===== config.mk =====
export PLATFORM = sky130hd
export DESIGN_NAME = vwb_sequencer
export DESIGN_NICKNAME = d
export VERILOG_FILES = /design/src/rtl/vrvv_pkg.sv /design/src/rtl/vwb_byte_mask.sv /design/src/rtl/vwb_sequencer.sv
export SDC_FILE = /design/constraint.sdc
export NUM_CORES = 1
export LEC_CHECK = 0
export ABC_AREA = 1
export BUFFER_PORTS_ARGS = -buffer_cell sky130_fd_sc_hd__buf_2
export CAP_MARGIN = 20
export CORE_MARGIN = 3
export CORE_UTILIZATION = 49
export DETAILED_ROUTE_END_ITERATION = 8
export HOLD_SLACK_MARGIN = 0.12
export PLACE_DENSITY = 0.77
export SYNTH_ARGS = -nofsm -noshare
export SYNTH_HDL_FRONTEND = slang
export SYNTH_SLANG_ARGS = --single-unit

===== constraint.sdc =====
create_clock -name clk -period 4.1 [get_ports clk]
set_clock_uncertainty 0.05 [all_clocks]
set_input_delay 0.82 -clock clk [delete_from_list [all_inputs] [get_ports clk]]
set_output_delay 0.82 -clock clk [all_outputs]
set_load 0.02 [all_outputs]

===== src/rtl/vrvv_pkg.sv =====
// Shared vector-unit definitions: encodings, defaults, write-back FSM states
// and the LMUL decoder also used by the read-side grouping selector.
package vrvv_pkg;

  localparam int unsigned VlenDefault = 64;
  localparam int unsigned NregDefault = 32;
  localparam int unsigned VlWDefault  = 9;

  // vlmul encodings
  localparam logic [2:0] LmulM1   = 3'b000;
  localparam logic [2:0] LmulM2   = 3'b001;
  localparam logic [2:0] LmulM4   = 3'b010;
  localparam logic [2:0] LmulM8   = 3'b011;
  localparam logic [2:0] LmulRsvd = 3'b100;
  localparam logic [2:0] LmulMf8  = 3'b101;
  localparam logic [2:0] LmulMf4  = 3'b110;
  localparam logic [2:0] LmulMf2  = 3'b111;

  // vsew encodings
  localparam logic [2:0] Sew8  = 3'b000;
  localparam logic [2:0] Sew16 = 3'b001;
  localparam logic [2:0] Sew32 = 3'b010;
  localparam logic [2:0] Sew64 = 3'b011;

  typedef enum logic [1:0] {
    StIdle,
    StBurst,
    StDone,
    StErr
  } wb_state_e;

  typedef struct packed {
    logic       legal;
    logic [3:0] regs;
  } lmul_dec_t;

  // Registers per group; fractional LMUL still occupies one register.
  function automatic lmul_dec_t lmul_regs(input logic [2:0] enc);
    lmul_dec_t d;
    d.legal = 1'b1;
    d.regs  = 4'd1;
    case (enc)
      LmulM2:   d.regs = 4'd2;
      LmulM4:   d.regs = 4'd4;
      LmulM8:   d.regs = 4'd8;
      LmulRsvd: d.legal = 1'b0;
      default:  d.regs = 4'd1;
    endcase
    return d;
  endfunction

  function automatic logic sew_legal(input logic [2:0] enc);
    return ~enc[2];
  endfunction

endpackage


===== src/rtl/vwb_byte_mask.sv =====
// Per-byte write enables for one register beat: a byte is enabled when the
// element it belongs to lies below vl, leaving tail elements undisturbed.
module vwb_byte_mask #(
  parameter int unsigned VLEN = 64,
  parameter int unsigned VL_W = 9
) (
  input  logic [2:0]        beat_i,
  input  logic [1:0]        sew_i,
  input  logic [VL_W-1:0]   vl_i,
  output logic [VLEN/8-1:0] wbe_o
);

  localparam int unsigned NB = VLEN / 8;
  // Three extra bits so beat*elems_per_reg + offset never wraps.
  localparam int unsigned IW = VL_W + 3;

  logic [IW-1:0] epr;
  logic [IW-1:0] base;

  // Element index of each byte compared against vl.
  always_comb begin
    wbe_o = '0;
    epr   = IW'(NB) >> sew_i;
    base  = IW'(beat_i) * epr;
    for (int b = 0; b < NB; b++) begin
      wbe_o[b] = (base + (IW'(b) >> sew_i)) < IW'(vl_i);
    end
  end

endmodule


===== src/rtl/vwb_sequencer.sv =====
// Vector write-back sequencer: turns a stream of vALU result beats into one
// register-file write per register of the destination LMUL group.
module vwb_sequencer
  import vrvv_pkg::*;
#(
  parameter int unsigned VLEN = VlenDefault,
  parameter int unsigned NREG = NregDefault,
  parameter int unsigned VL_W = VlWDefault
) (
  input  logic                    clk,
  input  logic                    rst,
  input  logic                    cmd_valid,
  output logic                    cmd_ready,
  input  logic [$clog2(NREG)-1:0] cmd_vd,
  input  logic [2:0]              cmd_lmul_enc,
  input  logic [2:0]              cmd_sew_enc,
  input  logic [VL_W-1:0]         cmd_vl,
  input  logic                    res_valid,
  output logic                    res_ready,
  input  logic [VLEN-1:0]         res_data,
  output logic                    wen,
  output logic [$clog2(NREG)-1:0] wa,
  output logic [VLEN-1:0]         wd,
  output logic [VLEN/8-1:0]       wbe,
  output logic                    busy,
  output logic                    done,
  output logic                    err
);

  localparam int unsigned AW = $clog2(NREG);

  wb_state_e         state_q, state_d;
  logic [AW-1:0]     vd_q, vd_d;
  logic [3:0]        nregs_q, nregs_d;
  logic [1:0]        sew_q, sew_d;
  logic [VL_W-1:0]   vl_q, vl_d;
  logic [2:0]        beat_q, beat_d;
  logic              wen_q, wen_d;
  logic [AW-1:0]     wa_q, wa_d;
  logic [VLEN-1:0]   wd_q, wd_d;
  logic [VLEN/8-1:0] wbe_q, wbe_d;

  lmul_dec_t         cmd_dec;
  logic [AW-1:0]     grp_mask;
  logic              cmd_legal;
  logic [VLEN/8-1:0] beat_mask;

  // Command legality: known LMUL/SEW and vd aligned to the group size.
  always_comb begin
    cmd_dec   = lmul_regs(cmd_lmul_enc);
    grp_mask  = AW'(cmd_dec.regs - 4'd1);
    cmd_legal = cmd_dec.legal && sew_legal(cmd_sew_enc) && ((cmd_vd & grp_mask) == '0);
  end

  vwb_byte_mask #(
    .VLEN(VLEN),
    .VL_W(VL_W)
  ) u_byte_mask (
    .beat_i(beat_q),
    .sew_i (sew_q),
    .vl_i  (vl_q),
    .wbe_o (beat_mask)
  );

  // Next-state and registered write-port computation.
  always_comb begin
    state_d = state_q;
    vd_d    = vd_q;
    nregs_d = nregs_q;
    sew_d   = sew_q;
    vl_d    = vl_q;
    beat_d  = beat_q;
    wen_d   = 1'b0;
    wa_d    = wa_q;
    wd_d    = wd_q;
    wbe_d   = '0;
    unique case (state_q)
      StIdle: begin
        if (cmd_valid) begin
          vd_d    = cmd_vd;
          nregs_d = cmd_dec.regs;
          sew_d   = cmd_sew_enc[1:0];
          vl_d    = cmd_vl;
          beat_d  = 3'd0;
          if (!cmd_legal) begin
            state_d = StErr;
          end else if (cmd_vl == '0) begin
            state_d = StDone;
          end else begin
            state_d = StBurst;
          end
        end
      end
      StBurst: begin
        if (res_valid) begin
          // All-zero-mask beats are still consumed to keep the ALU stream aligned.
          wa_d   = vd_q + AW'(beat_q);
          wd_d   = res_data;
          wbe_d  = beat_mask;
          wen_d  = |beat_mask;
          beat_d = beat_q + 3'd1;
          if (beat_q == 3'(nregs_q - 4'd1)) begin
            state_d = StDone;
          end
        end
      end
      StDone:  state_d = StIdle;
      StErr:   state_d = StIdle;
      default: state_d = StIdle;
    endcase
  end

  // State and output registers; reset aborts any burst in flight.
  always_ff @(posedge clk or negedge rst) begin
    if (!rst) begin
      state_q <= StIdle;
      vd_q    <= '0;
      nregs_q <= 4'd1;
      sew_q   <= 2'd0;
      vl_q    <= '0;
      beat_q  <= 3'd0;
      wen_q   <= 1'b0;
      wa_q    <= '0;
      wd_q    <= '0;
      wbe_q   <= '0;
    end else begin
      state_q <= state_d;
      vd_q    <= vd_d;
      nregs_q <= nregs_d;
      sew_q   <= sew_d;
      vl_q    <= vl_d;
      beat_q  <= beat_d;
      wen_q   <= wen_d;
      wa_q    <= wa_d;
      wd_q    <= wd_d;
      wbe_q   <= wbe_d;
    end
  end

  // Handshake and status decode from the state register.
  always_comb begin
    cmd_ready = (state_q == StIdle);
    res_ready = (state_q == StBurst);
    busy      = (state_q == StBurst) || (state_q == StDone);
    done      = (state_q == StDone);
    err       = (state_q == StErr);
    wen       = wen_q;
    wa        = wa_q;
    wd        = wd_q;
    wbe       = wbe_q;
  end

endmodule

Word level (Yosys, flattened, before mapping)
Cells that the tools add are included.

Bits in registers: 102. Bits in latches: 0. Bits in writable memories: 0. ROM bits: 0. Output and inout bits: 83. Memories kept: 0.

Add/sub/neg operators: 12. $mul: 1. Divide/modulo/power cells: 0. Order comparisons: 8. Equal/unequal tests: 11. Shift-type cells: 9. Multiplexer cells: 15. Bitwise logic cells: 2. Reductions and logical operators: 13.

Operators by type and width (count): 12-bit adder (8); 12-bit by 9-bit less-than comparator with 1-bit output (8); 3-bit by 2-bit >> shifter with 12-bit output (first input constant) (4); 1-bit by 2-bit >> shifter with 12-bit output (first input constant) (2); 2-bit by 2-bit >> shifter with 12-bit output (first input constant) (2); 8-bit 2-to-1 mux (2); 3-bit by 12-bit multiplier with 12-bit output (1); 4-bit one-hot mux with 3 select lines (1); 4-bit by 2-bit >> shifter with 12-bit output (first input constant) (1); 2-bit 2-to-1 mux (5); 9-bit logical NOT (1); 8-bit OR reduction (1); 3-bit by 2-bit == test with 1-bit output (second input constant) (2); 3-bit 2-to-1 mux (2); 2-bit one-hot mux with 3 select lines (1); 3-bit one-hot mux with 2 select lines (1); 3-bit AND reduction (2); 5-bit by 3-bit adder with 5-bit output (1); 5-bit AND (1); 5-bit logical NOT (1); 4-bit by 1-bit subtractor with 5-bit output (second input constant) (1); 2-bit == test (second input constant) (2); 2-bit != test (second input constant) (2); 2-bit AND reduction (2); 14 further kinds (17).

Depth between registers and ports, before layout
Gate-level depths: netlist (run 1).

Depth in word-level cells: 9. Gate-level depth with buffers: 24. Depth with buffers taken out: 24.

By module
A second synthesis (run 1) with hierarchy kept.

Cell total of the unflattened synthesis: 884. Area, all modules: 6835.3 um^2.

Modules (own cells, without submodules): vwb_sequencer (times used 1, cells each 496, area each 4259.1 um^2); vwb_byte_mask (times used 1, cells each 388, area each 2576.2 um^2).

Worst setup path before layout (run 1)
Ideal clock, no wire load.

Path type: reg2reg. Start point: reg sew_q[1]. End point: reg wen_q, in the netlist wen. Library setup time: 0.124 ns. Arrival time: 3.695 ns. Data required time: 3.926 ns. Path slack: 0.232 ns. Cell stages (with the launch flop): 22. Buffers on the path: 1. Period minus slack after synthesis: 3.868 ns. Cells stage by stage: dfrtp_1 > inv_1 > ha_1 > nand2_1 > inv_1 > fa_1 > ha_1 > fa_1 > buf_4 > nand2_1 > inv_1 > nand2_1 > nor3_4 > xor2_1 > ha_1 > nand2_1 > nor3_1 > nand2_1 > nand2_1 > nand2_1 > nor2_1 > a21oi_1.

Longest elaborated chain between the ends: 7.

Ends and longest elaborated chain: start: declaration (line vwb_sequencer.sv:35) `logic [1:0] sew_q, sew_d;`; start signal: assignment (line vwb_sequencer.sv:130) `sew_q <= sew_d;`; 4-bit by 2-bit >> shifter with 12-bit output (line vwb_byte_mask.sv:23) `epr = IW'(NB) >> sew_i;`; 3-bit by 12-bit multiplier with 12-bit output (line vwb_byte_mask.sv:24) `base = IW'(beat_i) * epr;`; 12-bit adder (line vwb_byte_mask.sv:26) `wbe_o[b] = (base + (IW'(b) >> sew_i)) < IW'(vl_i);`; 12-bit by 9-bit less-than comparator with 1-bit output (line vwb_byte_mask.sv:26); 8-bit OR reduction * (line vwb_sequencer.sv:100) `wen_d = |beat_mask;`; 1-bit 2-to-1 mux * (line vwb_sequencer.sv:95) `if (res_valid) begin`; 1-bit 2-to-1 mux * (line vwb_sequencer.sv:77) `unique case (state_q)`; net wen_d (line vwb_sequencer.sv:38) `logic wen_q, wen_d;`; end signal: assignment (line vwb_sequencer.sv:133) `wen_q <= wen_d;`; end: declaration (line vwb_sequencer.sv:38).

Mark *: on every way through the listed nets, which the timed path passes. The rest lies on a longest branch. A chain may end at the register's enable or synchronous reset.

Final worst setup path (run 1)
Start point: reg sew_q[0]. End point: reg wen_q, in the netlist wen.

The elaborated chain is that of the path after synthesis.

==> summary.txt, run 1 <==
Power and ir drop
  • Pwr per Cell Area: 739.9 nW/um2
  • Net Switching: between 2 and 3 mW
  • Clock power frac: roughly 14%
  • Sequential share of power: approximately 28%
  • Sw frac: 47.82%
  • Peak supply drop: approximately 460 uV
  • Total power: 6.160 mW
  • Logic pwr share: between 50% and 60%
  • Leakage: 4.925 nW
  • P_int: 3.214 mW

Detailed routing
  • DRC Markers: 0
  • Routed wire length: about 16000 um
  • Avg WL per Cell: 13.21 um
  • Antenna Nets Post-Route: 0
  • Via Count: between 5000 and 6000
  • Drt first pass iters: 5
  • Via-to-Cell Ratio: slightly below 5
  • Iteration-0 DRC Markers: between 400 and 500

Setup path
  • Worst-path maximum fanout: 7
  • Endpoint class of the critical path: register
  • Critical path class: reg -> reg
  • Worst Path Arrival: 3990 ps
  • Worst Setup Start Kind: register
  • Critical Path RT: between 4000 and 5000 ps

Floorplan
  • Top Ports: roughly 170
  • Die width: 124.0 um
  • Core Area: between 10000 and 15000 um2
  • Rows: 42
  • Die height: about 120 um
  • Die area: around 15000 um2
  • Initial core utilization: ~51%

Placed design
  • Dpl hpwl: between 10000 and 15000 um
  • RePlAce Congestion: 0.8460
  • PortBufs: 170
  • Dpl cells: around 1200
  • DP Worst Slack: ~130 ps
  • Placed cell areas: between 7000 and 8000 um2

Finish
  • Post-route cell area: between 8000 and 9000 um2
  • Fraction of layout cells with a size suffix above 1: between 20% and 30%
  • Fin cells: 1216
  • Inserted Diodes: 0
  • Fillers: 1192
  • Final #Nets: 1221
  • Final core occ: 61.89%
  • Area Growth Syn to Fin: 22.00%

Synthesis
  • Syn nets: between 1000 and 1500
  • Syn Std Cell Area: between 6000 and 7000 um2
  • Asr flop ratio synth: between 90% and 100%
  • Compound-Gate Fraction of Synth Area: 6.216%
  • EDFF count, synth: 0
  • Ys flop type: dfrtp_1
  • Synth Register Bits: a little over 100
  • Mux contribution to synthesized area: 0%
  • Adder-cell share of the synthesized area: a little under a fifth
  • Post-Synth Simple-Gate Area: 25.83%
  • XOR/XNOR share of the synthesized area: between 4 and 5%
  • Largest family of logic cells by synthesized area: simple AND/OR/NAND/NOR gates
  • Avg Cell Area, Syn: between 7 and 8 um2
  • Yosys Warn Count: 0
  • Sequential fraction of the synthesis area: around 37%
  • Synth cell types: 41
  • Post-synthesis cell count: 858

Global routing
  • Vias in the first global route: between 5000 and 6000
  • M3 GR Usage: slightly below 4%
  • GR peak layer: met2
  • M1 GR Usage: approximately 27%
  • GR Layer Usage met2: 34.00%
  • Antenna violations before repair: 0
  • First-pass GRT wire length: 25170 um
  • Largest net degree at the start of global routing: 85
  • GRT overflow: 0
  • Overall Global Routing Usage: between 20% and 30%

Timing
  • Final Hold Viols: 0
  • Slew HR: a little under half
  • Setup ws final: 246.6 ps
  • Period utilization: a little over nine tenths
  • Setup tns final: 0 ps
  • Slew @ Worst Pin: 803.9 ps
  • Fmax: between 0.2 and 0.3 GHz
  • RSZ-0062 raised after global routing: false
  • Final critical-path required period: a little under 4000 ps
  • Final setup fails: 0
  • Max Slew Vio Count: 0
  • Final Hold Slack: approximately 240 ps

CTS
  • CTS H-tree lvls: 3
  • CTS tree: yes
  • Max Buffers Root-to-Sink: 2
  • Clk sinks: 102
  • Clk_lat worst skew: 340 ps
  • Cts bufs inserted: 9
  • CTS Root Cell: clkbuf_16
  • Worst-path clk slew: about 70 ps

Min path
  • Worst min path class: in -> async

Job
  • Max-cap violations: 0

Status
  • Status: complete, no violations
## registers in the layout (all words and copies together), names as in the netlist
signal and flops:
vl_q 9, wd 64, state_q 2, wen 1, wa 5, beat_q 3
wbe 8, sew_q 2, vd_q 5, nregs_q 3
## power by group through the flow
| stage | clock network [mW] | registers (mW) | logic, mW |
|---|---|---|---|
| finish | 0.864 | 1.70 | 3.59 |
| global route | 0.924 | 1.76 | 4.10 |
| CTS | 0.881 | 1.70 | 3.54 |
| detailed placement | 0 | 1.71 | 3.51 |
| global placement | 0 | 1.70 | 3.41 |
| floorplan | 0 | 2.11 | 2.07 |
## logic make-up after synthesis
family / after synthesis
AND/OR/NAND/NOR: 432
flip-flops: 102
AO/OA/AOI/OAI: 78
buffers and inverters: 110
XOR/XNOR: 38
adder cells (fa/ha/maj): 98
## layout by cell type (no fill, tap or decap), types with 2 or more instances in the layout
cell        count
a21oi_1        30
a31oi_1         3
buf_2         169
buf_4          19
clkbuf_16       9
clkinv_4        2
clkinvlp_4      2
dfrtp_1       100
fa_1            9
ha_1           84
ha_2            3
inv_1          76
inv_2           6
nand2_1       361
nand2_2         5
nand2_8         2
nand3_1        12
nand3_2         2
nor2_1         31
nor3_1          7
nor3_2          2
o21ai_0        36
o21ai_1         2
or2_2           2
xnor2_1         4
xor2_1         34
## timing repair
item                       4_1_cts  5_1_grt
hold buffers                     0        0
setup buffers                    0        5
gates resized for setup          0       15
setup endpoints to repair        0        1
## layer usage
layer	vias to the layer above	part of all wire, %
met3	28	5.4
met5	-	0
met1	2679	44
met4	0	2.2
li1	3048	-
met2	153	49
## worst paths after layout
| kind | startpoint | end | slack, ps | cells past startpoint |
|---|---|---|---|---|
| worst max-delay path | sew_q[0]$_DFFE_PN0P_ | wen$_DFF_PN0_ | 250 | 22 |
| worst min-delay path | rst | wd[36]$_DFFE_PN0P_ | 240 | 1 |
| worst max register to register | sew_q[0]$_DFFE_PN0P_ | wen$_DFF_PN0_ | 250 | 22 |
| worst min register to register | wd[16]$_DFFE_PN0P_ | wd[16]$_DFFE_PN0P_ | 420 | 2 |
| max in group asynchronous | rst | wd[59]$_DFFE_PN0P_ | 2870 | 3 |
| min in group clk | wd[16]$_DFFE_PN0P_ | wd[16]$_DFFE_PN0P_ | 420 | 2 |
## layout make-up
| cell class | instances | area, um2 | share of cell area, % |
|---|---|---|---|
| timing repair buffer | 191 | 1047 | 12.58 |
| clock buffer | 9 | 225.2 | 2.705 |
| inverter | 85 | 331.6 | 3.983 |
| clock inverter | 7 | 83.83 | 1.007 |
| multi-input combinational | 646 | 3862 | 46.39 |
| sequential | 102 | 2555 | 30.69 |
| tap | 176 | 220.2 | 2.645 |
## synthesized netlist by cell type, types with 4 or more instances
cell type | instances | share of area (%)
nand2_1 | 364 | 20
a31oi_1 | 4 | 0.37
nand3_1 | 12 | 0.88
xnor2_1 | 4 | 0.51
buf_2 | 13 | 0.95
o21ai_0 | 37 | 2.7
clkbuf_1 | 10 | 0.55
nor2_1 | 31 | 1.7
xor2_1 | 34 | 4.4
nor3_1 | 8 | 0.59
inv_2 | 4 | 0.22
dfrtp_1 | 101 | 37
ha_1 | 88 | 16
a21oi_1 | 30 | 2.2
inv_1 | 78 | 4.3
fa_1 | 10 | 2.9
## worst max-delay path, stage by stage (launching register included)
cell	delay, ps
dfrtp_2	430
inv_2	80
ha_2	220
nand2_1	70
inv_1	80
fa_1	420
ha_2	210
fa_2	420
inv_2	70
nand2_1	130
nand2_8	150
inv_8	40
nor2_4	150
nand3_2	90
xor2_1	150
ha_1	270
nand2_1	60
nor3_1	170
nand2_1	80
nand2_1	100
nand2_1	70
nor2_1	100
a21oi_1	60
(Power assumes the default switching activity.)
==> inputs of run 2 (changes only) <==
==> constraint.sdc (replaced) <==
create_clock -name clk -period 3.4 [get_ports clk]
set_clock_uncertainty 0.05 [all_clocks]
set_input_delay 0.68 -clock clk [delete_from_list [all_inputs] [get_ports clk]]
set_output_delay 0.68 -clock clk [all_outputs]
set_load 0.02 [all_outputs]
==> summary.txt, run 2 (synthesized netlist as in run 1, its figures left out) <==
Status
  • Status: finished, violations left
  • Violated checks: negative setup slack

Timing
  • Final critical-path required period: 3705 ps (-148.4 ps)
  • Slew HR: 46.03% (-0.38 points)
  • Final setup fails: 9 (+9)
  • Fmax: 0.2699 GHz (+4.0%)
  • RSZ-0062 raised after global routing: true
  • Setup ws final: -305.1 ps (-551.6 ps)
  • Period utilization: 109.0% (+15 points)
  • Final Hold Viols: 0 (unchanged)
  • Setup tns final: -1791 ps (-1791 ps)
  • Max Slew Vio Count: 0 (unchanged)
  • Slew @ Worst Pin: 809.6 ps (+5.730 ps)

Global routing
  • M3 GR Usage: 3.678% (-0.18 points)
  • GR Layer Usage met2: 34.50% (+0.51 points)
  • Overall Global Routing Usage: 21.02% (+0.67 points)
  • Largest net degree at the start of global routing: 83 (-2.4%)
  • M1 GR Usage: 28.75% (+1.9 points)
  • Vias in the first global route: 5526 (+3.1%)
  • GRT overflow: 0 (unchanged)
  • Antenna violations before repair: 0 (unchanged)
  • First-pass GRT wire length: 25960 um (+3.2%)
  • GR peak layer: met2

Setup path
  • Critical Path RT: 3540 ps (-690 ps)
  • Critical path class: reg -> reg
  • Worst Path Arrival: 3850 ps (-140 ps)
  • Endpoint class of the critical path: register
  • Worst Setup Start Kind: register
  • Worst-path maximum fanout: 7 (unchanged)

Finish
  • Area Growth Syn to Fin: 31.30%
  • Fraction of layout cells with a size suffix above 1: 32.57% (+9.1 points)
  • Final #Nets: 1268 (+3.8%)
  • Max FFs per register: 64 (unchanged)
  • Commonest non-fill, non-tap cells in the layout: 337 x nand2_1, 169 x buf_2, 99 x dfrtp_1, 79 x ha_1, 73 x inv_1
  • Fin cells: 1263 (+3.9%)
  • Commonest non-fill, non-tap cell in the layout: nand2_1
  • Inserted Diodes: 0 (unchanged)

Power and ir drop
  • Logic pwr share: 61.8% (+3.4 points)
  • Pwr per Cell Area: 892.8 nW/um2 (+21%)
  • Peak supply drop: 521.2 uV (+13%)
  • Clock power frac: 12.4% (-1.6 points)
  • Total power: 7.999 mW (+30%)
  • P_int: 4.153 mW (+29%)
  • Sw frac: 48.08% (+0.26 points)
  • Leakage: 5.179 nW (+5.2%)
  • Sequential share of power: 25.8% (-1.8 points)
  • Net Switching: 3.846 mW (+31%)

CTS
  • CTS tree: yes
  • Clk_lat worst skew: 340 ps (about the same)
  • Clk sinks: 102 (unchanged)
  • Worst-path clk slew: 70 ps (about the same)
  • CTS Root Cell: clkbuf_16
  • Cts bufs inserted: 9 (unchanged)
  • CTS H-tree lvls: 3 (unchanged)
  • Max Buffers Root-to-Sink: 2 (unchanged)

Job
  • Max-cap violations: 0 (unchanged)

Floorplan
  • Die height: 124.0 um (unchanged)
  • Initial core utilization: 50.73% (unchanged)
  • Top Ports: 171 (unchanged)
  • Rows: 42 (unchanged)
  • Die width: 124.0 um (unchanged)
  • Core Area: 13450 um2 (unchanged)
  • Die area: 15380 um2 (unchanged)

Placed design
  • Dpl cells: 1237 (+3.7%)
  • PortBufs: 170 (unchanged)
  • RePlAce Congestion: 0.8720 (+3.1%)
  • Dpl hpwl: 12850 um (+4.8%)

Detailed routing
  • Avg WL per Cell: 13.71 um (+3.8%)
  • Via-to-Cell Ratio: 4.951 (+1.9%)
  • Routed wire length: 17320 um (+7.8%)
  • Drt first pass iters: 5 (unchanged)
  • Via Count: 6253 (+5.8%)
  • Iteration-0 DRC Markers: 337 (-17%)
  • DRC Markers: 0 (unchanged)
  • Antenna Nets Post-Route: 0 (unchanged)

Min path
  • Worst min path class: in -> async
## run 2: metal layers
metal	wire (um)	share of wire [%]
met1	7360	42
met2	8510	49
met3	1068	6.2
met4	381	2.2
met5	0	0
## run 2: worst paths after layout
| path | endpoint | cells after the start | slack [ps] | from |
|---|---|---|---|---|
| max | wen$_DFF_PN0_ | 20 | -310 | sew_q[0]$_DFFE_PN0P_ |
| min | wd[58]$_DFFE_PN0P_ | 1 | 280 | rst |
| max reg2reg | wen$_DFF_PN0_ | 20 | -310 | sew_q[0]$_DFFE_PN0P_ |
| min reg2reg | wa[2]$_DFFE_PN0P_ | 2 | 430 | wa[2]$_DFFE_PN0P_ |
| max in group asynchronous | wd[4]$_DFFE_PN0P_ | 2 | 2320 | rst |
| min in group clk | wa[2]$_DFFE_PN0P_ | 2 | 430 | wa[2]$_DFFE_PN0P_ |
## run 2: stage by stage
stage	setup WS (ps)	hold WS (ps)	cell area (um2)	util, %
finish	-305.1	281.3	8960	66.60
global route	-542.4	312.4	8960	66.60
detailed placement	-434.2	409.4	8284	61.58
global placement	-338.6	406.6	8284	61.58
CTS	-317.9	293.6	8697	64.65
floorplan	-118.5	334.4	6882	-
## run 2: area by class of cell
type,instances,area [um2]
fillers,1078,4493
multi-input cells,646,4160
flip-flops and latches,102,2556
repair buffers,238,1391
inverters,85,339.1
clock buffers,9,225.2
well taps,176,220.2
clock inverters,7,67.56
## run 2: critical path, cell delays in order, from the launching register on
cell and delay [ps]:
dfrtp_2 470, inv_4 100, buf_6 100, ha_4 120, nand2_2 50, fa_1 510, inv_2 60, fa_2 670
buf_6 140, nand2_8 80, inv_8 80, nand3_2 80, xor2_1 160, ha_1 270, nand2_1 60, o21ai_1 150
nand2_1 70, nand2_1 80, nand2_1 70, nor2_2 120, a21oi_2 60
## run 2: repair_timing
item	CTS	global route
resized for setup	22	61
pin swaps	16	53
hold buffers	0	0
setup endpoints to repair	9	9
buffers inserted	5	5
cloned	0	0
## run 2: power groups by stage
stage	Sequential (mW)	Clock, mW	Combinational, mW
after global routing	2.13	1.06	5.53
after CTS	2.05	1.01	4.72
final	2.06	0.992	4.95
after floorplan	2.55	0	2.54
after global placement	2.05	0	4.44
after detailed placement	2.06	0	4.57
